$ cat src/rtl/shift_add_mult_8_pkg.sv
`default_nettype none
// ----------------------------------------------------------------------------
// shift_add_mult_8_pkg : state encodings and step count for shift_add_mult_8
// Rev 1.0
// ----------------------------------------------------------------------------
package shift_add_mult_8_pkg;

  localparam logic [1:0] ST_IDLE = 2'd0;
  localparam logic [1:0] ST_RUN  = 2'd1;
  localparam logic [1:0] ST_DONE = 2'd2;

  localparam int         STEPS    = 8;
  localparam logic [2:0] CNT_LAST = 3'(STEPS - 1);

endpackage : shift_add_mult_8_pkg
`default_nettype wire

$ cat src/rtl/rca_8.sv
`default_nettype none
// ----------------------------------------------------------------------------
// rca_8 : 8-bit ripple-carry adder, sum = A + B + Cin
// Rev 1.0
// ----------------------------------------------------------------------------
module rca_8 (
  input  logic [7:0] A,
  input  logic [7:0] B,
  input  logic       Cin,
  output logic [7:0] sum,
  output logic       cout
);

  logic w_carry;

  // Carry is a single variable rippled through the loop, one full adder per bit.
  always_comb begin
    sum     = '0;
    w_carry = Cin;
    for (int i = 0; i < 8; i++) begin
      sum[i]  = A[i] ^ B[i] ^ w_carry;
      w_carry = (A[i] & B[i]) | (w_carry & (A[i] ^ B[i]));
    end
    cout = w_carry;
  end

endmodule : rca_8
`default_nettype wire

$ cat src/rtl/shift_add_mult_8.sv
`default_nettype none
// ----------------------------------------------------------------------------
// shift_add_mult_8 : sequential 8x8 unsigned shift-and-add multiplier on rca_8
// Rev 1.0
// ----------------------------------------------------------------------------
module shift_add_mult_8
  import shift_add_mult_8_pkg::*;
(
  input  logic        clk,
  input  logic        rst,
  input  logic        start,
  input  logic [7:0]  a,
  input  logic [7:0]  b,
  output logic [15:0] product,
  output logic        busy,
  output logic        done
);

  logic [1:0]  state_q, state_d;
  logic [7:0]  mcand_q, mcand_d;
  logic [15:0] p_q, p_d;
  logic [2:0]  cnt_q, cnt_d;

  logic [7:0]  w_add_b;
  logic [7:0]  w_sum;
  logic        w_cout;

  assign w_add_b = p_q[0] ? mcand_q : 8'h00;

  rca_8 u_rca (
    .A    (p_q[15:8]),
    .B    (w_add_b),
    .Cin  (1'b0),
    .sum  (w_sum),
    .cout (w_cout)
  );

  always_comb begin
    state_d = state_q;
    mcand_d = mcand_q;
    p_d     = p_q;
    cnt_d   = cnt_q;
    case (state_q)
      ST_IDLE: begin
        if (start) begin
          state_d = ST_RUN;
          mcand_d = a;
          p_d     = {8'h00, b};
          cnt_d   = 3'd0;
        end
      end
      ST_RUN: begin
        // Carry-out becomes the new MSB, so the shift never drops a product bit.
        p_d   = {w_cout, w_sum, p_q[7:1]};
        cnt_d = cnt_q + 3'd1;
        if (cnt_q == CNT_LAST) begin
          state_d = ST_DONE;
        end
      end
      ST_DONE: begin
        state_d = ST_IDLE;
      end
      default: begin
        state_d = ST_IDLE;
      end
    endcase
  end

  always_ff @(posedge clk) begin
    if (rst) begin
      state_q <= ST_IDLE;
      mcand_q <= 8'h00;
      p_q     <= 16'h0000;
      cnt_q   <= 3'd0;
    end else begin
      state_q <= state_d;
      mcand_q <= mcand_d;
      p_q     <= p_d;
      cnt_q   <= cnt_d;
    end
  end

  assign product = p_q;
  assign busy    = (state_q == ST_RUN);
  assign done    = (state_q == ST_DONE);

endmodule : shift_add_mult_8
`default_nettype wire
$ cat config.mk
export PLATFORM = sky130hd
export DESIGN_NAME = shift_add_mult_8
export DESIGN_NICKNAME = d
export VERILOG_FILES = /design/src/rtl/shift_add_mult_8_pkg.sv /design/src/rtl/rca_8.sv /design/src/rtl/shift_add_mult_8.sv
export SDC_FILE = /design/constraint.sdc
export NUM_CORES = 1
export LEC_CHECK = 0
export CAP_MARGIN = 20
export CORE_AREA = 2 2 73 75
export CTS_CLUSTER_DIAMETER = 30
export CTS_CLUSTER_SIZE = 12
export DETAILED_ROUTE_END_ITERATION = 7
export DIE_AREA = 0 0 75 77
export MAX_ROUTING_LAYER = met4
export PLACE_DENSITY = 0.53
export SETUP_SLACK_MARGIN = 0.5
export SYNTH_ARGS = -nofsm -noshare
export SYNTH_HDL_FRONTEND = slang
export SYNTH_HIERARCHICAL = 1
export SYNTH_SLANG_ARGS = --single-unit
$ cat constraint.sdc
create_clock -name clk -period 3.7 [get_ports clk]
set_input_delay 1.11 -clock clk [delete_from_list [all_inputs] [get_ports clk]]
set_output_delay 1.11 -clock clk [all_outputs]
set_load 0.02 [all_outputs]
# Word-level counts from Yosys, hierarchy flattened
# Cells that the tools add are included.
[op_classes]
n_reduce_logical = 5
n_shift = 0
muxes = 8
n_mul = 0
n_addsub = 1
n_eq_ne = 5
div = 0
bitwise = 37
magnitude_cmp = 0
[ops]
columns = ["op", "count"]
rows = [
  ["$pmux 16 s2", 1],
  ["$mux 16", 1],
  ["$and 1x1->1", 15],
  ["$xor 1x1->1", 15],
  ["$mux 8", 1],
  ["$or 1x1->1", 7],
  ["$pmux 3 s2", 1],
  ["$reduce_and 2->1", 3],
  ["$mux 2", 2],
  ["$pmux 2 s2", 1],
  ["$add 3x1->3 const B", 1],
  ["$eq 3x3->1 const B", 1],
  ["$mux 3", 1],
  ["$eq 2x1->1 const B", 1],
  ["$eq 2x2->1 const B", 1],
  ["$logic_not 2->1", 1],
  ["$ne 2x1->1 const B", 1],
  ["$ne 2x2->1 const B", 1],
  ["$reduce_bool 2->1", 1],
]
[totals]
input_bits = 19
ramBits = 0
n_memories = 0
out_inout_bits = 18
wordCells = 60
regBits = 29
latch_bits = 0
mem_bits_ro = 0

# Longest topological paths before layout
[logic_depth]
word_depth = 17
depth_mapped = 14
ltp_nobuf = 14

# Hierarchy
# The synthesis kept the hierarchy.
[by_module_without_submodules]
columns = ["mod", "instances", "seq_area_each_um2", "cells_each", "area_each_um2"]
rows = [
  ["shift_add_mult_8", 1, 580.6, 109, 1263.7],
  ["rca_8", 1, 0.0, 18, 197.7],
]

# Worst setup path before layout
# Ideal clock, no wire load.
[synth_timing]
kind = "reg-to-reg"
startpoint = "register p_q[0], in the netlist product[0]"
endpoint = "register p_q[14], in the netlist product[14]"
path_buffers = 0
setup_time_ps = 59
required_ps = 3641
synth_period_minus_slack_ps = 3813
arrival_ps = 3754
path_stages_with_launch = 15
slack_ps = -113
cell_sequence = "dfxtp_1 and2_1 fa_1 inv_1 fa_1 inv_1 fa_1 fa_1 fa_1 fa_1 fa_1 inv_1 fa_1 inv_1 a22o_1"
[synth_between]
elab_chain_cells = 16
word_cells_on_any_way = 29
cone_classes = "mux: 2; bitwise: 27"
[synth_lines]
columns = ["item", "line_no", "rtl"]
rows = [
  ["start, declared", "shift_add_mult_8.sv:21", "logic [15:0] p_q, p_d;"],
  ["start signal, assigned", "shift_add_mult_8.sv:78", "p_q <= p_d;"],
  ["$mux 8", "shift_add_mult_8.sv:28", "assign w_add_b = p_q[0] ? mcand_q : 8'h00;"],
  ["via w_add_b[0]", "shift_add_mult_8.sv:24", "logic [7:0] w_add_b;"],
  ["$and 1x1->1 (2 in series)", "rca_8.sv:22", "w_carry = (A[i] & B[i]) | (w_carry & (A[i] ^ B[i]));"],
  ["$or 1x1->1", "rca_8.sv:22", ""],
  ["$and 1x1->1", "rca_8.sv:22", ""],
  ["$or 1x1->1", "rca_8.sv:22", ""],
  ["$and 1x1->1", "rca_8.sv:22", ""],
  ["$or 1x1->1", "rca_8.sv:22", ""],
  ["$and 1x1->1", "rca_8.sv:22", ""],
  ["$or 1x1->1", "rca_8.sv:22", ""],
  ["$and 1x1->1", "rca_8.sv:22", ""],
  ["$or 1x1->1", "rca_8.sv:22", ""],
  ["$and 1x1->1", "rca_8.sv:22", ""],
  ["$or 1x1->1", "rca_8.sv:22", ""],
  ["$xor 1x1->1", "rca_8.sv:21", "sum[i] = A[i] ^ B[i] ^ w_carry;"],
  ["via w_sum[7]", "shift_add_mult_8.sv:25", "logic [7:0] w_sum;"],
  ["$pmux 16 s2", "shift_add_mult_8.sv:43", "case (state_q)"],
]
# The timed path passes the listed nets, and every way through them passes these cells.
# A chain may end at the register's enable or synchronous reset.

# Final worst setup path
# Ends and elaborated chain as after synthesis.

==> summary.txt <==
Route
  – DRC errors left: 0
  – Vias: 1004
  – First drt pass iteration count: 2
  – Drt total wl: approximately 2900 um
  – DR WL/cell: 12.2 um
  – Detail Route Antenna Nets: 0
  – Starting DRT DRC Count: 13
  – Via density: ~4.3

STA
  – Relative slew slack: between 50 and 60%
  – Setup TNS: 0 ns
  – Period utilization: 94.4%
  – RSZ-0062 raised after global routing: true
  – Skew final: 0.00546 ns
  – Worst slew pin tran: about 0.61 ns
  – Slew Viols, Final: 0
  – Final Hold Fails: 0
  – Fmax: 0.286 GHz
  – Min Tclk post-route: 3.49 ns
  – Setup slack after layout: 0.206 ns
  – Final setup vio count: 0

Floorplanning
  – Initial Util: between 20 and 30%
  – Die Y: a little under 80 um
  – Die Wd: around 75 um
  – Core ar.: between 4000 and 5000 um^2
  – DIE AREA: around 5800 um^2
  – # rows: 26
  – I/O pin count: 37

Critical path
  – Critical Path AT: ~3.7 ns
  – Max FO, Critical Path: 2
  – RR Endpoint: product[14]$_SDFFE_PP0P_
  – Startpoint Class: flop
  – Crit path kind: flop to flop
  – CP Capture Type: flop
  – Worst EP required: between 3 and 4 ns
  – RR Startpoint: product[0]$_SDFFE_PP0P_
  – Worst reg2reg path depth: 14
  – Flop2flop setup slack: around 0.21 ns

Clock network
  – CTS Sinks: 29
  – Worst-Skew Late Latency: about 0.27 ns
  – CTS tree: built
  – Clk Tree Root Cell: clkbuf_8
  – Worst-path clk slew: around 0.060 ns
  – CTS Buf Count: 5
  – CTS Buffer Depth: 2
  – Post-CTS Setup Inserts: 0
  – # H-tree levels: 2

Power and ir drop
  – Internal Dissipation: approximately 0.53 mW
  – Worst-case vdd ir drop: approximately 0.22 mV
  – Logic gate share of total power: between 10% and 20%
  – Final Power: ~0.71 mW
  – Clock Power Share: about a third
  – Flop pwr share: 48.4%
  – Leakage power: approximately 0.77 nW
  – Sw Ratio: 25.6%
  – Pwr dens: about 370 nW/um^2
  – NetSw: 0.182 mW

Placement
  – Placed wire-length estimate: roughly 2100 um
  – Port Buffer Count: 36
  – Dpl cell area: about 1900 um^2
  – Final GP Congestion: approximately 0.72
  – Setup WS pre-CTS: between 0.07 and 0.08 ns

Logic synthesis
  – Top cell type by total area after synthesis: dfxtp_1
  – Simple-gate share of the synthesized area: 12.2%
  – Leading cell type by number of instances after synthesis: dfxtp_1
  – Netlist Area Pre-Place: 1460 um^2
  – Synth top area share: between 30% and 40%
  – Post-synthesis sequential area ratio: 39.7%
  – Asr flop ratio synth: 0%
  – Largest family of logic cells by synthesized area: compound AO/OA/AOI/OAI gates
  – Post-Synth Adder-Cell Area: roughly an eighth
  – Syn_nets: around 160
  – XOR/XNOR share of the synthesized area: 0%
  – EDFF count, synth: 0
  – Syn Area/Cell: 11.5 um^2
  – Synth Instances: roughly 130
  – Synth Flop Type: dfxtp_1
  – Top cell types by occurrence after synthesis: dfxtp_1 (29), mux2i_1 (16), nor2_1 (15)
  – Post-synth cell types: 24
  – Compound-gate portion of the synthesized area: between 10 and 15%
  – Mux share of post-synthesis cell area: between 10% and 20%
  – #FFs+latches synth: 29
  – Top cells by area, synth: dfxtp_1 (40%), fa_1 (11%), mux2i_1 (11%)
  – Yosys warns: 6

Global route
  – Initial antenna violation count: 0
  – Vias in the first global route: 1030
  – Largest net degree at the start of global routing: 18
  – GRT Overall Usage: around a tenth
  – Total grt overflow: 0
  – First-pass GRT wire length: around 4600 um

Cells and area
  – Fin util: 39.1%
  – Nets: 194
  – Area Growth Syn to Fin: 33.1%
  – Final instance area: a little under 2000 um^2
  – Share of cells above drive strength 1: approximately 22%
  – Antenna Diode Count: 0

Flow run
  – Max-cap violation count: 0

Worst hold path
  – Min-Delay Path Class: flop to flop
  – Hold_sp: cnt_q[2]$_SDFFE_PP0P_
  – Hold endpoint: cnt_q[2]$_SDFFE_PP0P_
  – Hold path cells: 1

Run status
  – Outcome: finished clean
## metrics by stage
stage	hold slack, ns	instances
2_1_floorplan	0.446	127
3_3_place_gp	0.459	228
3_5_place_dp	0.468	228
4_1_cts	0.488	236
5_1_grt	0.502	236
6_report	0.483	236
## cells by family after synthesis
family | Yosys count
AOI/OAI and AO/OA | 20
adders and majority gates | 10
buffers and inverters | 19
DFF | 29
muxes | 17
other | 1
and+or+nand+nor | 31
## worst max-delay path, stage by stage, from the launching register on
cell,delay (ns)
dfxtp_4,0.34
and2_4,0.13
fa_2,0.35
inv_2,0.06
fa_2,0.18
inv_2,0.03
fa_2,0.33
fa_2,0.34
fa_2,0.34
fa_2,0.35
fa_2,0.34
inv_2,0.06
fa_1,0.40
inv_1,0.06
a22o_1,0.12
## how the worst max path moves through the flow
stage                                       start                        to  slack, ns  cells after the start
after global routing      product[0]$_SDFFE_PP0P_  product[14]$_SDFFE_PP0P_       0.09                     14
after floorplan           product[8]$_SDFFE_PP0P_  product[14]$_SDFFE_PP0P_       0.20                     13
after global placement    product[0]$_SDFFE_PP0P_  product[14]$_SDFFE_PP0P_       0.14                     14
after CTS                 product[0]$_SDFFE_PP0P_  product[14]$_SDFFE_PP0P_       0.18                     14
after detailed placement  product[0]$_SDFFE_PP0P_  product[14]$_SDFFE_PP0P_       0.08                     14
final                     product[0]$_SDFFE_PP0P_  product[14]$_SDFFE_PP0P_       0.21                     14
## cells in the final DEF (no fill, tap or decap), types with 2 or more instances in the layout
| master | instances |
|---|---|
| inv_2 | 3 |
| a211oi_2 | 8 |
| nor2_4 | 2 |
| nor2_1 | 15 |
| buf_4 | 3 |
| clkbuf_8 | 5 |
| mux2i_1 | 16 |
| clkbuf_1 | 3 |
| fa_2 | 7 |
| a22o_1 | 10 |
| ha_1 | 2 |
| inv_1 | 8 |
| and2_1 | 8 |
| dfxtp_1 | 27 |
| clkdlybuf4s50_1 | 36 |
## sequential cells by signal, summed over array words and instances, names as in the netlist
signal / flops
product: 16
mcand_q: 8
cnt_q: 3
state_q: 2
## power by group through the flow
stage | Sequential, mW | Clock, mW | Combinational (mW)
after global routing | 0.346 | 0.270 | 0.136
after detailed placement | 0.351 | 0 | 0.126
after CTS | 0.345 | 0.253 | 0.127
after floorplan | 0.358 | 0 | 0.0758
after global placement | 0.350 | 0 | 0.124
final | 0.344 | 0.242 | 0.125
## final cells by class
class,count,area (um^2)
clock buffer,8,80.1
fill,508,3030
sequential,29,586
inverter,11,41.3
tap,70,87.6
timing repair buffer,39,383
multi-input combinational,79,768
## timing repair
action | CTS | global route
endpoints found under the setup margin | 3 | 3
hold buffers | 0 | 0
pin swaps | 7 | 0
gates resized for setup | 0 | 0
gates cloned | 0 | 0
## metal layers
| metal | vias up | track usage [%] | share of wire, % |
|---|---|---|---|
| li1 | 498 | - | - |
| met1 | 464 | 13.0 | 46 |
| met2 | 36 | 15.9 | 45 |
| met3 | 6 | 4.07 | 7.5 |
| met4 | 0 | 3.75 | 0.90 |
| met5 | - | - | 0 |
(Power assumes the default switching activity.)
